$ cat config.mk
export PLATFORM = sky130hd
export DESIGN_NAME = sseg_mux_dim
export DESIGN_NICKNAME = d
export VERILOG_FILES = /design/src/rtl/sseg_mux_dim.sv
export SDC_FILE = /design/constraint.sdc
export NUM_CORES = 1
export LEC_CHECK = 0
export BUFFER_PORTS_ARGS = -buffer_cell sky130_fd_sc_hd__buf_2
export CAP_MARGIN = 10
export CELL_PAD_IN_SITES_DETAIL_PLACEMENT = 0
export CELL_PAD_IN_SITES_GLOBAL_PLACEMENT = 1
export CORE_AREA = 5 5 58 86
export CTS_CLUSTER_SIZE = 16
export DETAILED_ROUTE_END_ITERATION = 8
export DIE_AREA = 0 0 63 91
export HOLD_SLACK_MARGIN = 0.08
export PLACE_DENSITY = 0.92
export SYNTH_ARGS = -nofsm -noshare
export SYNTH_HDL_FRONTEND = slang
export SYNTH_SLANG_ARGS = --single-unit
$ cat constraint.sdc
create_clock -name clk -period 7.02 [get_ports clk]
set_clock_uncertainty 0.1 [all_clocks]
set_input_delay 1.404 -clock clk [delete_from_list [all_inputs] [get_ports clk]]
set_output_delay 1.404 -clock clk [all_outputs]
set_load 0.005 [all_outputs]
$ cat src/rtl/sseg_mux_dim.sv
// sseg_mux_dim: drives four 8-segment digits over one shared anode/segment bus.
// Each digit gets a slot of 2^(N-2) clocks. Inside the slot, PWM dimming lights
// the digit for the first eff_duty of the 2^DUTY_W sub-slots. Per-digit blanking
// forces a digit dark for its whole slot.
// Optional macro SSEG_MUX_GHOST_GUARD_EN keeps sub-slot 0 of every slot dark.
// This leaves a short dead time at each digit change to reduce ghosting.
// Outputs are registered. Reset is asynchronous and active-low.
module sseg_mux_dim #(
  parameter int N      = 18,
  parameter int DUTY_W = 4
) (
  input  logic              clk,
  input  logic              reset_n,
  input  logic [7:0]        in0,
  input  logic [7:0]        in1,
  input  logic [7:0]        in2,
  input  logic [7:0]        in3,
  input  logic [3:0]        blank,
  input  logic [DUTY_W-1:0] duty,
  output logic [3:0]        an,
  output logic [7:0]        seg
);

  localparam logic [N-1:0] ONE = {{(N-1){1'b0}}, 1'b1};

  logic [N-1:0]      r_q;
  logic [DUTY_W-1:0] r_duty;
  logic [3:0]        r_an;
  logic [7:0]        r_seg;

  logic [1:0]        w_sel;
  logic [DUTY_W-1:0] w_phase;
  logic              w_slotStart;
  logic [DUTY_W-1:0] w_effDuty;
  logic [7:0]        w_segIn;
  logic              w_on;

  assign w_sel       = r_q[N-1:N-2];
  assign w_phase     = r_q[N-3 -: DUTY_W];
  assign w_slotStart = (r_q[N-3:0] == '0);
  // At a slot boundary the new duty is used right away. Mid-slot, the latched value applies.
  assign w_effDuty   = w_slotStart ? duty : r_duty;

`ifdef SSEG_MUX_GHOST_GUARD_EN
  assign w_on = (w_phase != '0) && (w_phase < w_effDuty) && !blank[w_sel];
`else
  assign w_on = (w_phase < w_effDuty) && !blank[w_sel];
`endif

  // Select the segment pattern of the digit that owns the current slot.
  always_comb begin
    w_segIn = 8'hFF;
    case (w_sel)
      2'd0:    w_segIn = in0;
      2'd1:    w_segIn = in1;
      2'd2:    w_segIn = in2;
      default: w_segIn = in3;
    endcase
  end

  // Free-running refresh counter. Its top two bits pick the digit, and the bits below pick the PWM phase.
  always_ff @(posedge clk or negedge reset_n) begin
    if (!reset_n) r_q <= '0;
    else          r_q <= r_q + ONE;
  end

  // Capture brightness only at slot start, so a duty change never tears a slot.
  always_ff @(posedge clk or negedge reset_n) begin
    if (!reset_n)         r_duty <= '0;
    else if (w_slotStart) r_duty <= duty;
  end

  // Register the anode and segment drive. The bus is fully dark whenever the digit is off.
  always_ff @(posedge clk or negedge reset_n) begin
    if (!reset_n) begin
      r_an  <= 4'b1111;
      r_seg <= 8'hFF;
    end else if (w_on) begin
      r_an  <= ~(4'b0001 << w_sel);
      r_seg <= w_segIn;
    end else begin
      r_an  <= 4'b1111;
      r_seg <= 8'hFF;
    end
  end

  assign an  = r_an;
  assign seg = r_seg;

endmodule

=== After elaboration in Yosys (flattened, before gate mapping) ===
Cells that the tools add are included.

* Flip-flop bits (word level): 34
* Output and inout bits: 12

* $add $sub $neg: 1
* $lt $le $gt $ge: 2
* Equal/unequal tests: 2
* Shifts and indexed selects: 1
* Multiplexer cells: 6
* Bitwise gates (word level): 1
* Reductions and logical operators: 4

{| class="wikitable"
|+ Operator list
! operator !! count
|-
| one-hot mux 8 bit (3 select lines) || 1
|-
| adder 18 x 1 -> 18 bit, second input constant || 1
|-
| logical NOT 16 bit || 1
|-
| 2-to-1 mux 4 bit || 2
|-
| 2-to-1 mux 8 bit || 1
|-
| < comparator 4 bit || 1
|-
| NOT 4 bit || 1
|-
| << shifter 1 x 2 -> 4 bit, first input constant || 1
|-
| < comparator 2 x 3 -> 1 bit, second input constant || 1
|-
| binary-select mux 1 bit (select 2 bit) || 1
|-
| equality test 2 x 1 -> 1 bit, second input constant || 1
|-
| equality test 2 bit, second input constant || 1
|-
| logical NOT 2 bit || 1
|-
| logical AND 1 bit || 1
|-
| logical NOT 1 bit || 1
|-
| 2-to-1 mux 1 bit || 1
|}

=== Longest topological paths before layout ===
* Word-level depth: 5
* Gate-level depth with buffers: 12
* Gate-level depth less buffers: 11

=== Worst setup path before layout ===
Ideal clock, no wire load.

* Path kind: input -> register
* From: input port duty[3]
* To: register r_an[3], in the netlist an[3]
* Arrival time: 2.737 ns
* Required time: 6.818 ns
* Path slack: 4.081 ns
* Cell stages on the path: 6
* Path buffers: 1
* Path through: mux2i_1 -> ha_1 -> a221o_1 -> nor3_2 -> buf_6 -> nand4_1

* Longest elaborated chain between the ends: 4

{| class="wikitable"
|+ RTL lines
! item !! line !! source
|-
| start: declaration || 19 || <nowiki>input logic [DUTY_W-1:0] duty,</nowiki>
|-
| 2-to-1 mux 4 bit || -- ||
|-
| < comparator 4 bit || 47 || <nowiki>assign w_on = (w_phase < w_effDuty) && !blank[w_sel];</nowiki>
|-
| logical AND 1 bit || 47 ||
|-
| 2-to-1 mux 4 bit || 78 || <nowiki>end else if (w_on) begin</nowiki>
|-
| end signal: assignment || 79 || <nowiki>r_an <= ~(4'b0001 << w_sel);</nowiki>
|-
| end: declaration || 28 || <nowiki>logic [3:0] r_an;</nowiki>
|}

No other way between the ends.

=== Final worst setup path ===
* From: register r_q[0]
* To: register r_an[3], in the netlist an[3]

* Longest elaborated chain between the ends: 5

{| class="wikitable"
|+ RTL lines
! item !! line !! source
|-
| start: declaration || 26 || <nowiki>logic [N-1:0] r_q;</nowiki>
|-
| start signal: assignment || 64 || <nowiki>else r_q <= r_q + ONE;</nowiki>
|-
| logical NOT 16 bit || 40 || <nowiki>assign w_slotStart = (r_q[N-3:0] == '0);</nowiki>
|-
| 2-to-1 mux 4 bit || -- ||
|-
| < comparator 4 bit || 47 ||
|-
| logical AND 1 bit || 47 ||
|-
| 2-to-1 mux 4 bit || 78 ||
|}

No other way between the ends.

==> flow_summary_export.csv <==
group,metric,value,unit
outcome,status,"completed",
grt,grt_use_total,0.131,
setup_path,worstSetupEndpointType,"flop",
die,die_w,63,µm
logic_synthesis,synthCells,132,
timing,tightest_slew,0.829,ns
min_path,hold_path.class,"flop to flop",
logic_synthesis,ys_ff_latch,34,
die,fp.dieArea,5730,µm²
timing,hold_viol_final,0,
die,initial_utilization,0.413,
timing,rsz0062_at_grt,"no",
clocking,cts_hold_buf,0,
power_and_ir_drop,irDropWorstVdd,0.133,mV
setup_path,required,7.08,ns
clocking,path_clk_slew,0.06,ns
clocking,cts_sinks,34,
detailed_routing,ant_nets,0,
finish,utilization,0.498,
timing,setup_violations,0,
logic_synthesis,synth.distinct_cells,31,
logic_synthesis,synthTopCellsByArea,"dfrtp_1, dfstp_2, mux4_2",
detailed_routing,remaining_drc_errors,0,
finish,synthToLayoutAreaGrowth,20.4,%
setup_path,criticalPathCategory,"flop to flop",
logic_synthesis,synth_area,1730,µm²
finish,fillCellCount,380,
grt,grt_pass1_vias,1297,
detailed_routing,drt-initial-drc-count,65,
power_and_ir_drop,p_seq_frac,0.561,
die,fp.coreArea,4170,µm²
logic_synthesis,yosys.area.top_type_share,0.319,
power_and_ir_drop,power_per_cell_area,174,nW/µm²
power_and_ir_drop,pwr-share-comb,0.081,
power_and_ir_drop,p_int,287,µW
timing,period_share,0.450,
die,row_count,29,
timing,worst_slack,3.86,ns
placement,dp_hpwl,2760,µm
finish,n_antenna_cell,0,
finish,drive_gt1_frac,0.484,
timing,maxSlewHeadroom,0.445,
setup_path,start_kind,"flop",
grt,overflow,0,
power_and_ir_drop,p_sw,75.7,µW
clocking,cts_buffers,5,
die,die_h,91,µm
power_and_ir_drop,swShare,0.209,
run,max-cap-violations,0,
power_and_ir_drop,p_leak,0.000985,µW
finish,layout.nets,233,
placement,pre_cts_ws,3.59,ns
grt,antenna_found_initial,0,
clocking,postCtsSetupBuffers,0,
grt,grt_pass1_wl,6050,µm
logic_synthesis,synth_largest_area_cell,"dfrtp_1",
setup_path,critical_path_arrival,3.22,ns
clocking,clockBufferDepth,2,
timing,timing.setup.tns,0,ns
detailed_routing,routedWlPerCell,15.1,µm
timing,drv_slew,0,
detailed_routing,routed_wl,3510,µm
clocking,clkLatencyLatePin,0.28,ns
setup_path,cp_max_fo,12,
logic_synthesis,yosysWarnings,0,
clocking,cts_tree,"yes",
detailed_routing,vias,1261,
timing,finalCriticalPeriod,3.16,ns
clocking,cts_max_level,2,
clocking,post_cts_resized,0,
timing,fmax,317,MHz
clocking,cts_root_buf,"clkbuf_8",
logic_synthesis,synth_nets,179,
placement,io_buffers,53,
detailed_routing,dr.pass1.iters,4,
detailed_routing,vias_per_cell,5.44,
die,io_pins,54,
placement,place_congestion,0.755,
logic_synthesis,synth.avg_cell_area,13.1,µm²
grt,grt_max_degree,35,
power_and_ir_drop,p_clk_frac,0.358,
logic_synthesis,seq_area_frac_synth,0.502,
[state kept, by name, indices dropped and copies added (netlist names)]
name and count:
seg 8, an 4, r_duty 4, r_q 18
[Yosys cell counts, drive strengths merged]
cell / n
and4: 1
buf: 5
nor3: 4
a21oi: 3
nand2: 6
dfstp: 12
mux4: 8
nand3: 9
nand4b: 2
clkbuf: 1
nor4: 2
mux2: 2
xnor2: 10
nor4b: 1
dfrtp: 22
nand3b: 8
inv: 6
xor2: 6
a221o: 1
and3: 2
mux2i: 4
ha: 5
nand4: 4
nor2: 8
[layout make-up]
| type | count | area, µm² | share of cell area |
|---|---|---|---|
| multi-input cells | 86 | 790 | 0.380 |
| well taps | 46 | 57.6 | 0.0277 |
| flip-flops and latches | 34 | 866 | 0.417 |
| clock buffers | 7 | 76.3 | 0.0367 |
| inverters | 6 | 22.5 | 0.0108 |
| repair buffers | 53 | 265 | 0.128 |
[power by group through the flow]
stage	logic (µW)	registers, µW	clock network [µW]
after floorplan	11.0	207	0
after global placement	28.9	206	0
after detailed placement	29.9	207	0
after CTS	30.0	203	134
after global routing	33.3	204	141
final	29.4	203	130
[worst max-delay path, stage by stage (launching register included)]
cell and delay (ns):
dfrtp_1 0.41, inv_1 0.08, ha_1 0.14, nor4b_2 0.24
nand4_2 0.26, mux2i_1 0.28, ha_1 0.30, a221o_1 0.36
nor3_2 0.67, nand4_1 0.18
[layer usage]
layer  GRT usage  vias up  share of wire
met5           0        -              0
met4      0.0372        0         0.0060
met3      0.0630        2           0.11
met2       0.209       59           0.50
met1       0.158      625           0.39
li1            -      575              -
[cell families after synthesis]
logic type / after synthesis / share of synthesized area
buffers and inverters: 12 / 0.0406
adders and majority gates: 5 / 0.0363
DFF: 34 / 0.502
xor gates and xnor gates: 16 / 0.0812
muxes: 14 / 0.143
and+or+nand+nor: 47 / 0.183
AOI/OAI and AO/OA: 4 / 0.0145
[worst paths after layout]
| path | cells after the start | slack [ns] | startpoint | end |
|---|---|---|---|---|
| worst max-delay path | 9 | 3.86 | r_q[0] | an[3] |
| worst min-delay path | 1 | 0.40 | r_duty[1] | r_duty[1] |
| worst max register to register | 9 | 3.86 | r_q[0] | an[3] |
| worst min register to register | 1 | 0.40 | r_duty[1] | r_duty[1] |
| max in group asynchronous | 1 | 5.26 | reset_n | r_duty[2] |
| min in group asynchronous | 1 | 1.09 | reset_n | r_q[14] |
[cell usage in the layout, fill, tap and decap left out]
master | Yosys | final
nor2_1 | 8 | 8
xor2_1 | 6 | 6
clkbuf_8 | 0 | 5
nor4b_2 | 1 | 1
ha_1 | 5 | 5
dfrtp_1 | 22 | 22
a221o_1 | 1 | 1
and4_2 | 1 | 1
mux2i_2 | 1 | 1
mux2_2 | 2 | 2
buf_2 | 2 | 53
clkbuf_1 | 1 | 2
and3_2 | 1 | 1
a21oi_1 | 3 | 3
dfstp_2 | 12 | 12
nand4b_4 | 1 | 1
nand3_2 | 1 | 1
nand3b_1 | 8 | 8
and3_1 | 1 | 1
xnor2_1 | 10 | 10
nand2_1 | 6 | 6
nor4_2 | 2 | 2
nor3_2 | 1 | 1
inv_1 | 6 | 6
mux4_2 | 8 | 8
nand4_2 | 1 | 1
nor3_1 | 3 | 3
nand4b_1 | 1 | 1
nand3_1 | 8 | 8
nand4_1 | 3 | 3
mux2i_1 | 3 | 3
[through the flow]
step	hold WS [ns]	power, µW	instances	area [µm²]
2_1_floorplan	0.356	218	132	1730
3_3_place_gp	0.385	235	225	2000
3_5_place_dp	0.390	237	225	2000
4_1_cts	0.402	368	232	2080
5_1_grt	0.421	378	232	2080
6_report	0.400	362	232	2080
No activity file was read; power rests on OpenSTA's default activity.
